`config.mk`:
```
export PLATFORM = sky130hd
export DESIGN_NAME = udm_resp_tx
export DESIGN_NICKNAME = d
export VERILOG_FILES = /design/src/rtl/udm_resp_tx.sv
export SDC_FILE = /design/constraint.sdc
export NUM_CORES = 1
export LEC_CHECK = 0
export CAP_MARGIN = 20
export CORE_MARGIN = 8
export CORE_UTILIZATION = 50
export CTS_BUF_LIST = sky130_fd_sc_hd__clkbuf_2 sky130_fd_sc_hd__clkbuf_4 sky130_fd_sc_hd__clkbuf_8
export DETAILED_ROUTE_END_ITERATION = 12
export PLACE_DENSITY = 0.72
export SLEW_MARGIN = 40
export SYNTH_ARGS = -nofsm -noshare
export SYNTH_HDL_FRONTEND = slang
export SYNTH_SLANG_ARGS = --single-unit
```
`constraint.sdc`:
```
create_clock -name clk_i -period 3.5 [get_ports clk_i]
set_input_delay 0.525 -clock clk_i [delete_from_list [all_inputs] [get_ports clk_i]]
set_output_delay 0.525 -clock clk_i [all_outputs]
set_load 0.05 [all_outputs]
```
`src/rtl/udm_resp_tx.sv`:
```
// UDM response transmitter: buffers 32-bit response words in a small FIFO and sends each
// one as four UART 8N1/8N2 frames (LSB byte first, LSB bit first) with no gaps between frames.
module udm_resp_tx #(
    parameter int unsigned FIFO_DEPTH = 4,
    parameter int unsigned DIV_W      = 32
) (
    input  logic             clk_i,
    input  logic             rst_i,
    input  logic [DIV_W-1:0] bitperiod_i,
    input  logic [1:0]       stop_cfg_i,
    input  logic             word_vld_i,
    input  logic [31:0]      word_i,
    output logic             word_rdy_o,
    output logic             tx_o,
    output logic             busy_o
);

    localparam int unsigned PTR_W = (FIFO_DEPTH > 1) ? $clog2(FIFO_DEPTH) : 1;
    localparam int unsigned CNT_W = PTR_W + 1;

    typedef enum logic [1:0] {
        ST_IDLE,
        ST_START,
        ST_DATA,
        ST_STOP
    } state_e;

    // FIFO storage and bookkeeping
    logic [31:0]      mem_q [FIFO_DEPTH];
    logic [PTR_W-1:0] wr_ptr_q, wr_ptr_d;
    logic [PTR_W-1:0] rd_ptr_q, rd_ptr_d;
    logic [CNT_W-1:0] count_q, count_d;
    logic             rdy_q, rdy_d;
    logic             push;
    logic             pop;
    logic             fifo_empty;

    // Serialiser state
    state_e           state_q, state_d;
    logic [31:0]      word_q, word_d;
    logic [DIV_W-1:0] pm1_q, pm1_d;
    logic [DIV_W-1:0] baud_q, baud_d;
    logic             stop2_q, stop2_d;
    logic             stop_idx_q, stop_idx_d;
    logic [1:0]       byte_q, byte_d;
    logic [2:0]       bit_q, bit_d;
    logic             tx_q, tx_d;
    logic             busy_q, busy_d;

    logic [DIV_W-1:0] period_m1;
    logic [2:0]       bit_nxt;
    logic             load;

    assign push       = word_vld_i && rdy_q;
    assign fifo_empty = (count_q == '0);

    // Bit period minus one; a programmed period of 0 behaves as 1
    assign period_m1 = (bitperiod_i == '0) ? '0 : (bitperiod_i - DIV_W'(1));
    assign bit_nxt   = bit_q + 3'd1;

    // Next-state and serial output logic
    always_comb begin
        state_d    = state_q;
        word_d     = word_q;
        pm1_d      = pm1_q;
        baud_d     = baud_q;
        stop2_d    = stop2_q;
        stop_idx_d = stop_idx_q;
        byte_d     = byte_q;
        bit_d      = bit_q;
        tx_d       = tx_q;
        load       = 1'b0;

        case (state_q)
            ST_IDLE: begin
                tx_d = 1'b1;
                if (!fifo_empty) begin
                    load = 1'b1;
                end
            end

            ST_START: begin
                if (baud_q == '0) begin
                    state_d = ST_DATA;
                    bit_d   = 3'd0;
                    baud_d  = pm1_q;
                    tx_d    = word_q[{byte_q, 3'd0}];
                end else begin
                    baud_d = baud_q - DIV_W'(1);
                end
            end

            ST_DATA: begin
                if (baud_q == '0) begin
                    baud_d = pm1_q;
                    if (bit_q == 3'd7) begin
                        state_d    = ST_STOP;
                        stop_idx_d = 1'b0;
                        tx_d       = 1'b1;
                    end else begin
                        bit_d = bit_nxt;
                        tx_d  = word_q[{byte_q, bit_nxt}];
                    end
                end else begin
                    baud_d = baud_q - DIV_W'(1);
                end
            end

            ST_STOP: begin
                if (baud_q == '0) begin
                    baud_d = pm1_q;
                    if (stop2_q && !stop_idx_q) begin
                        stop_idx_d = 1'b1;
                        tx_d       = 1'b1;
                    end else if (byte_q != 2'd3) begin
                        byte_d  = byte_q + 2'd1;
                        state_d = ST_START;
                        tx_d    = 1'b0;
                    end else if (!fifo_empty) begin
                        load = 1'b1;
                    end else begin
                        state_d = ST_IDLE;
                        tx_d    = 1'b1;
                    end
                end else begin
                    baud_d = baud_q - DIV_W'(1);
                end
            end

            default: begin
                state_d = ST_IDLE;
                tx_d    = 1'b1;
            end
        endcase

        // Fetch the next word; line settings are frozen for all four of its bytes
        if (load) begin
            word_d  = mem_q[rd_ptr_q];
            pm1_d   = period_m1;
            baud_d  = period_m1;
            stop2_d = (stop_cfg_i == 2'b01);
            byte_d  = 2'd0;
            bit_d   = 3'd0;
            state_d = ST_START;
            tx_d    = 1'b0;
        end
    end

    assign pop = load;

    // FIFO pointer/occupancy update, ready and busy flags
    always_comb begin
        wr_ptr_d = wr_ptr_q;
        rd_ptr_d = rd_ptr_q;
        count_d  = count_q + CNT_W'(push) - CNT_W'(pop);
        if (push) begin
            wr_ptr_d = wr_ptr_q + PTR_W'(1);
        end
        if (pop) begin
            rd_ptr_d = rd_ptr_q + PTR_W'(1);
        end
        rdy_d  = (count_d != CNT_W'(FIFO_DEPTH));
        busy_d = (count_d != '0) || (state_d != ST_IDLE);
    end

    always_ff @(posedge clk_i) begin
        if (push) begin
            mem_q[wr_ptr_q] <= word_i;
        end
    end

    always_ff @(posedge clk_i) begin
        if (rst_i) begin
            wr_ptr_q   <= '0;
            rd_ptr_q   <= '0;
            count_q    <= '0;
            rdy_q      <= 1'b1;
            state_q    <= ST_IDLE;
            word_q     <= '0;
            pm1_q      <= '0;
            baud_q     <= '0;
            stop2_q    <= 1'b0;
            stop_idx_q <= 1'b0;
            byte_q     <= 2'd0;
            bit_q      <= 3'd0;
            tx_q       <= 1'b1;
            busy_q     <= 1'b0;
        end else begin
            wr_ptr_q   <= wr_ptr_d;
            rd_ptr_q   <= rd_ptr_d;
            count_q    <= count_d;
            rdy_q      <= rdy_d;
            state_q    <= state_d;
            word_q     <= word_d;
            pm1_q      <= pm1_d;
            baud_q     <= baud_d;
            stop2_q    <= stop2_d;
            stop_idx_q <= stop_idx_d;
            byte_q     <= byte_d;
            bit_q      <= bit_d;
            tx_q       <= tx_d;
            busy_q     <= busy_d;
        end
    end

    assign word_rdy_o = rdy_q;
    assign tx_o       = tx_q;
    assign busy_o     = busy_q;

endmodule
```
[Word level (Yosys, flattened, before mapping)]
Memory sizes are Yosys's and may differ from the RTL's. A register that Yosys moved wholly into a read port is not among the register bits.
Cells that the tools add are included.
Word-level totals
  flip-flop bits (word level): 83
  bits in writable memories: 128
  input port bits: 69
  output and inout bits: 3
  logic and storage cells: 103
  memories: 1
Memory list
  mem_q: depth 4, width 32, read ports 1, clocked after Yosys merged registers in 1, wr ports 1, RTL line 29  | logic [31:0] mem_q [FIFO_DEPTH];
Operators by class
  $add $sub $neg: 8
  order comparisons: 2
  eq/ne operators: 17
  muxes and demuxes: 42
  bitwise operators: 1
  reductions and logical operators: 19
Operators with widths (number)
  $mux W32: 4
  $logic_not A32 Y1: 2
  $sub A32 B1 Y32 const B: 2
  $mux W1: 20
  $mux W2: 8
  $ne A2 B2 Y1 const B: 7
  $lt A5 B6 Y1 const B: 2
  $ne A3 B3 Y1 const B: 4
  $reduce_and A4 Y1: 3
  $mux W3: 3
  $reduce_bool A2 Y1: 4
  $add A2 B1 Y2 const B: 3
  $pmux W2 S3: 1
  $pmux W3 S2: 1
  $bmux W1 S5: 1
  $ne A5 B5 Y1 const B: 1
  $reduce_and A5 Y1: 1
  $eq A2 B1 Y1 const B: 2
  $eq A2 B2 Y1 const B: 2
  $pmux W1 S2: 2
  $pmux W1 S4: 1
  $add A3 B1 Y3: 1
  $add A3 B1 Y3 const B: 1
  $eq A3 B3 Y1 const B: 1
  11 further kinds: 12

[Longest topological paths before layout]
Gate-level depths: netlist of the first run.
  depth after elaboration: 9
  depth in mapped cells: 17
  depth with buffers taken out: 14

[Least setup slack after synthesis of the first run]
No wires, ideal clock.
  path kind: register to register
  start point: reg baud_q[0]
  end point: reg busy_q, in the netlist busy_o
  library setup time: 127 ps
  arrival: 3561 ps
  required time: 3373 ps
  setup slack: -188 ps
  stages on the path, launching flop included: 18
  buffers on the path: 3
  period minus slack after synthesis: 3688 ps
  cells stage by stage: dfxtp_1 -> inv_1 -> ha_1 -> clkbuf_1 -> nor4b_1 -> and4_1 -> nand4_1 -> a21oi_2 -> buf_2 -> buf_2 -> xnor2_1 -> ha_1 -> inv_1 -> fa_1 -> xor2_1 -> xnor2_1 -> a21oi_1 -> or3_1
On the way
  longest elaborated chain between the ends: 6
  elaborated cells on any way between the ends: 12
  classes of those cells: add/sub: 1; mux: 7; reduce/logical: 4
RTL lines
  start: declaration: RTL line 42  | logic [DIV_W-1:0] baud_q, baud_d;
  start signal: assignment: RTL line 196  | baud_q <= baud_d;
  $logic_not A32 Y1 *: RTL line 83, 94, 110
  $mux W1 (tied with other cells): RTL line 110  | if (baud_q == '0) begin
  $pmux W1 S2 or $pmux W2 S3 (tied branches): RTL line 74  | case (state_q)
  $sub A3 B1 Y3 or $mux W2 (tied branches): RTL line 155, 137
  $reduce_bool A3 Y1 or $reduce_bool A2 Y1 (tied branches): RTL line 163  | busy_d = (count_d != '0) || (state_d != ST_IDLE);
  $logic_or A1 B1 Y1 *: RTL line 163
  end signal: assignment: RTL line 202  | busy_q <= busy_d;
  end: declaration: RTL line 48  | logic busy_q, busy_d;
Mark *: on every way between the ends. The rest lies on a longest branch, timed or not.
A chain may end at the register's enable or synchronous reset.

[Worst setup path in the final report of the first run]
  start point: reg baud_q[24]
  end point: reg busy_q, in the netlist busy_o
The elaborated chain is that of the path after synthesis.

==> metrics.txt, run 1 <==
status finished, final reports clean; Switching Share 37.4%; sequential-to-total area share from yosys stat 55.3%; worst path required time 3.92 ns; YS warnings 0; Mapped Nets 1056; global-route wire length before repair 42500 microns; # H-tree levels 2; Clock Power Share 23.0%; Port-buffer cells 71; final setup violation count 0; Mapped Area 11100 sq um; P&R area growth vs syn 17.8%; commonest register cell after synthesis edfxtp_1; clk buf depth 3; dpl hpwl 16900 microns; Hold Fails Final Rpt 0; max cap viols 0; CP Launch Type register; synthesized instance count 971; DRT iter0 DRCs 669; row count 54; Resized Gates After CTS 0; Setup CP Type reg -> reg; Tcrit/Tclk final 93.6%; DR DRC count 0; Post-synth EDFFs 128; worst slew pin tran 0.777 ns; RSZ-0062 raised after global routing no; post-synth top area cell edfxtp_1; Setup TNS 0 ns; Die X-Extent 165 microns; Syn Area/Cell 11.4 sq um; Cell Area, Placed 12200 sq um; cell area power density 840 nW/um^2; HP Class reg -> reg; Skew-Pair Late Insertion Delay 0.55 ns; drt pass-1 iters 5; Synth area leaders edfxtp_1 (35%), dfxtp_1 (21%), mux4_2 (8.7%); Worst Skew 0.0367 ns; n_diodes 0; crit path DAT 3.70 ns; share of layout cells above drive strength 1 16.3%; CTS buffer count 40; fin area 13100 sq um; Starting Density 50.9%; gpl congestion 0.869; Post-Route WL 26400 microns; WL per Instance 19.3 microns; vias 8150; vias in the first global route 8231; FF+latch count, synth 243; placed cell count 1294; Async S/R FF share, synth 0%; Yosys top cell area share 34.6%; final cell count without fillers 1369; Comb pwr share 39.4%; Sequential Power Share 37.6%; all-layer global routing usage 19.5%; Clock Pin Slew Worst Setup and Hold Paths 0.06 ns; full die area 27200 sq um; NetSw 0.00411 W; internal power 0.00688 W; Util after Layout 60.0%; Routed Antenna Nets 0; Final min period 3.28 ns; CORE AREA 21800 sq um; crit path capture type register; die height 165 microns; initial antenna violation count 0; largest net degree at the start of global routing 79; mean number of vias per cell 5.95; CP Max Fanout 7; max_slew headroom 47.9%; CTS tree built; GRT overflow 0; Ports 72; leakage 4.49 nW; Distinct cells, synth 68; Worst VDD drop 0.524 mV; Final #Nets 1142; fin. max-slew vios 0; CTS Root Cell clkbuf_8; Clock Sinks 243; fmax 0.305 GHz
layer usage:
metal | vias to the layer above | track usage (%) | part of all wire [%]
li1 | 3838 | - | -
met1 | 3990 | 25.9 | 44
met2 | 275 | 31.8 | 47
met3 | 47 | 3.89 | 6.4
met4 | 0 | 6.22 | 2.1
met5 | - | 0 | 0
power groups by stage:
stage / clock, W / sequential (W) / combinational [W]
after floorplan: 0 / 0.00409 / 0.00310
after global placement: 0 / 0.00416 / 0.00422
after detailed placement: 0 / 0.00418 / 0.00429
after CTS: 0.00258 / 0.00413 / 0.00431
after global routing: 0.00270 / 0.00421 / 0.00474
final: 0.00253 / 0.00414 / 0.00433
state kept, by name, indices dropped and copies added, names as in the netlist:
name        flops
mem_q         128
word_rdy_o      1
state_q         2
count_q         3
pm1_q          32
busy_o          1
tx_o            1
baud_q         32
bit_q           3
stop2_q         1
wr_ptr_q        2
byte_q          2
word_q         32
rd_ptr_q        2
stop_idx_q      1
path summary, 6_finish.rpt:
kind                                         startpoint                       to  slack (ns)  cells past startpoint
worst max-delay path            baud_q[24]$_SDFFE_PP0P_        busy_o$_SDFF_PP0_        0.22                     12
worst min-delay path            word_q[30]$_SDFFE_PP0P_  word_q[30]$_SDFFE_PP0P_        0.45                      2
worst max register to register  baud_q[24]$_SDFFE_PP0P_        busy_o$_SDFF_PP0_        0.22                     12
worst min register to register  word_q[30]$_SDFFE_PP0P_  word_q[30]$_SDFFE_PP0P_        0.45                      2
worst max-delay path, cell delays in order, from the launching register on:
cell and delay (ns):
dfxtp_1 0.36, or4_4 0.60, nor3_2 0.24, nand4_1 0.26
a21oi_4 0.21, xnor2_1 0.14, ha_1 0.16, inv_1 0.05
fa_1 0.38, xor2_1 0.16, xnor2_1 0.19, a21oi_1 0.08
or3_1 0.32
layout make-up:
type	instances	area, sq um
repair buffers	106	996
well taps	280	350
flip-flops and latches	243	6150
inverters	13	48.8
clock inverters	16	108
multi-input cells	653	4690
fillers	1759	8740
clock buffers	58	742
stage by stage:
step,hold slack [ns],worst slack (ns),total power (W)
after floorplan,0.432,0.0138,0.00719
after global placement,0.442,0.281,0.00839
after detailed placement,0.447,0.217,0.00847
after CTS,0.455,0.194,0.0110
after global routing,0.470,0.0294,0.0117
final,0.454,0.223,0.0110
repair_timing:
item | 4_1_cts | 5_1_grt
endpoints found under the setup margin | 0 | 1
endpoints found under the hold margin | 0 | 0
buffers inserted | 0 | 1
hold buffers | 0 | 0
layout by cell type, fill, tap and decap left out, types with 13 or more instances in the layout:
| master | count |
|---|---|
| xor2_1 | 13 |
| mux4_2 | 43 |
| o21ai_0 | 18 |
| buf_4 | 34 |
| ha_1 | 15 |
| nor3_1 | 47 |
| edfxtp_1 | 128 |
| nor2_1 | 73 |
| nand4_1 | 19 |
| nand3_1 | 13 |
| dfxtp_1 | 114 |
| xnor2_1 | 42 |
| a211oi_1 | 18 |
| clkbuf_8 | 49 |
| clkdlybuf4s50_1 | 70 |
| a21oi_1 | 71 |
| nand2_1 | 125 |
synth_stat cells, types with 4 or more instances:
cell type / number
dfxtp_1: 115
and2_1: 4
ha_1: 15
clkbuf_1: 44
a211o_1: 12
a211oi_1: 18
inv_1: 12
o221a_2: 6
nor3_1: 48
nor4_1: 14
o22ai_1: 5
xnor2_1: 42
a21oi_1: 72
mux4_2: 43
or4_1: 8
nor3b_1: 4
o21ai_0: 18
nor2b_1: 6
xor2_1: 13
buf_2: 11
nor2_1: 73
or3_1: 10
nand2_1: 125
nand3_1: 13
and3_1: 7
edfxtp_1: 128
nand4_1: 19
a2bb2oi_1: 12
kinds of logic (layout without fill, tap and decap cells):
group           count (synthesis)  count (layout)  share of synthesized area [%]
compound gates                178             178                           10.7
flops                         243             243                           55.3
xor+xnor                       55              55                           4.34
simple gates                  357             357                           15.8
buf+inv                        75             193                           2.96
mux                            47              47                           9.10
fa+ha+maj                      16              16                           1.87
Note: power is estimated with default switching activity, not from simulation.
==> run 2: changes to the inputs <==
Settings changed: CORE_MARGIN 8 to 1.5, CORE_UTILIZATION 50 to 48, PLACE_DENSITY 0.72 to 0.69.
==> metrics.txt, run 2 (synthesis gave the netlist of run 1 again) <==
cell area power density 846 nW/um^2 (was 840 nW/um^2); die height 155 microns (was 165 microns); Clock Pin Slew Worst Setup and Hold Paths 0.06 ns (about the same); RSZ-0062 raised after global routing no (unchanged); Hold Fails Final Rpt 0 (unchanged); most common cell after layout, fill and taps aside edfxtp_1 (unchanged); commonest cells after routing, fill and taps aside edfxtp_1 (128), nand2_1 (125), dfxtp_1 (114), nor2_1 (73), a21oi_1 (71) (unchanged); final setup violation count 0 (unchanged); worst hold start rst_i (was word_q[30]$_SDFFE_PP0P_); Biggest register mem_q (unchanged); gpl congestion 0.863 (was 0.869); HP Class in -> reg (was reg -> reg); Setup CP Type reg -> reg (unchanged); Tcrit/Tclk final 95.0% (was 93.6%); CTS tree built (unchanged); Ports 72 (unchanged); worst hold stages 2 (unchanged); max_slew headroom 51.2% (was 47.9%); R2R Setup Slk 0.17 ns (was 0.22 ns); Hold EP rd_ptr_q[1]$_SDFFE_PP0P_ (was word_q[30]$_SDFFE_PP0P_); drt pass-1 iters 5 (unchanged); total power 0.0111 W (was 0.0110 W); Port-buffer cells 71 (unchanged); CTS buffer count 40 (unchanged); dpl hpwl 17000 microns (was 16900 microns); crit-path cells or4_4 > nor3_2 > nand4_1 > a21oi_4 > xnor2_1 > ha_1 > inv_1 > fa_1 > xor2_1 > xnor2_1 > a21oi_1 > or3_1 (unchanged); CP Launch Type register (unchanged); n_diodes 0 (unchanged); largest net degree at the start of global routing 55 (was 79); vias in the first global route 8035 (was 8231); CP most frequent cell xnor2_1 (unchanged); Worst Setup SP baud_q[24]$_SDFFE_PP0P_ (unchanged); crit path DAT 3.77 ns (was 3.70 ns); worst slew pin tran 0.732 ns (was 0.777 ns); worst path required time 3.94 ns (was 3.92 ns); Worst Skew 0.0440 ns (was 0.0367 ns); GRT overflow 0 (unchanged); Die X-Extent 155 microns (was 165 microns); Routed Antenna Nets 0 (unchanged); global-route wire length before repair 42000 microns (was 42500 microns); max cap viols 0 (unchanged); R2R cell count 12 (unchanged); row count 55 (was 54); Worst Path Buf+Inv 1 (unchanged); status finished, final reports clean (unchanged); fmax 0.301 GHz (was 0.305 GHz); initial antenna violation count 0 (unchanged); CTS Root Cell clkbuf_8 (unchanged); Post-Route WL 26200 microns (was 26400 microns); DR DRC count 0 (unchanged); CP Max Fanout 7 (unchanged); all-layer global routing usage 22.3% (was 19.5%); CTS Hold Bufs 0 (unchanged); CORE AREA 22700 sq um (was 21800 sq um); WL per Instance 19.0 microns (was 19.3 microns); Clock Sinks 243 (unchanged); full die area 24100 sq um (was 27200 sq um); Final min period 3.33 ns (was 3.28 ns); clk buf depth 3 (unchanged); Starting Density 48.9% (was 50.9%); fin. max-slew vios 0 (unchanged); Setup TNS 0 ns (unchanged); Skew-Pair Late Insertion Delay 0.56 ns (was 0.55 ns); max FFs per register 128 (unchanged); Final #Nets 1149 (was 1142); slowest cell delay on critical path 0.60 ns (about the same); worst r2r src baud_q[24]$_SDFFE_PP0P_ (unchanged); # H-tree levels 2 (unchanged); P&R area growth vs syn 18.6% (was 17.8%); r2r endpoint busy_o$_SDFF_PP0_ (unchanged); DRT iter0 DRCs 651 (was 669); Worst VDD drop 0.674 mV (was 0.524 mV); leakage 4.55 nW (was 4.49 nW); Largest delay share family, worst path simple AND/OR/NAND/NOR gates (unchanged); vias 8102 (was 8150); crit path capture type register (unchanged); mean number of vias per cell 5.87 (was 5.95); slowest CP cell or4_4 (unchanged); number of cells on the critical path 12 (unchanged); share of layout cells above drive strength 1 17.1% (was 16.3%)
-- run 2: cell types whose count changed in the layout (fill, tap and decap cells not counted), moves of 2 or more --
cell	before	now
clkbuf_4	9	20
buf_4	34	43
clkinv_2	7	0
clkbuf_8	49	45
buf_12	2	0
bufinv_16	0	2
-- run 2: worst max-delay path by stage --
stage / slack [ns] / endpoint
6_report: 0.17 / busy_o$_SDFF_PP0_
5_1_grt: 0.03 / busy_o$_SDFF_PP0_
4_1_cts: 0.06 / busy_o$_SDFF_PP0_
3_5_place_dp: 0.07 / busy_o$_SDFF_PP0_
3_3_place_gp: 0.16 / busy_o$_SDFF_PP0_
2_1_floorplan: 0.01 / busy_o$_SDFF_PP0_
-- run 2: final cells by class --
type	count	area [sq um]
Tap cell	285	357
Fill cell	1924	9530
Sequential cell	243	6150
Timing Repair Buffer	113	1020
Clock inverter	9	116
Inverter	13	48.8
Multi-Input combinational cell	653	4710
Clock buffer	65	769
-- run 2: worst register-to-register path, stage by stage, from the launching register on --
cell     delay (ns)
dfxtp_1        0.37
or4_4          0.60
nor3_2         0.28
nand4_1        0.28
a21oi_4        0.22
xnor2_1        0.14
ha_1           0.17
inv_1          0.05
fa_1           0.37
xor2_1         0.16
xnor2_1        0.19
a21oi_1        0.08
or3_1          0.31
-- run 2: routing by layer --
metal	routed length [microns]	part of all wire, %	track usage, %	vias to the layer above
li1	-	-	-	3831
met1	12000	46	30.7	3984
met2	12200	47	35.2	231
met3	1260	4.8	3.45	56
met4	743	2.8	9.39	0
met5	0	0	0	-
-- run 2: metrics by stage --
stage | util (%) | hold WS [ns] | area (sq um) | worst slack [ns] | instances
2_1_floorplan | - | 0.432 | 11100 | 0.0138 | 971
5_1_grt | 58.0 | 0.379 | 13200 | 0.0334 | 1381
3_5_place_dp | 54.0 | 0.447 | 12300 | 0.0741 | 1305
4_1_cts | 57.9 | 0.357 | 13100 | 0.0579 | 1379
6_report | 58.0 | 0.396 | 13200 | 0.174 | 1381
3_3_place_gp | 54.0 | 0.440 | 12300 | 0.165 | 1305
-- run 2: what timing repair did --
action                     CTS  global route
setup endpoints to repair    0             1
resized for setup            0             2
setup buffers                0             2
-- run 2: report_power, final --
| group | switching, W | internal, W |
|---|---|---|
| Sequential | 0.000501 | 0.00368 |
| Combinational | 0.00249 | 0.00180 |
| Clock | 0.00112 | 0.00155 |
| Total | 0.00412 | 0.00703 |
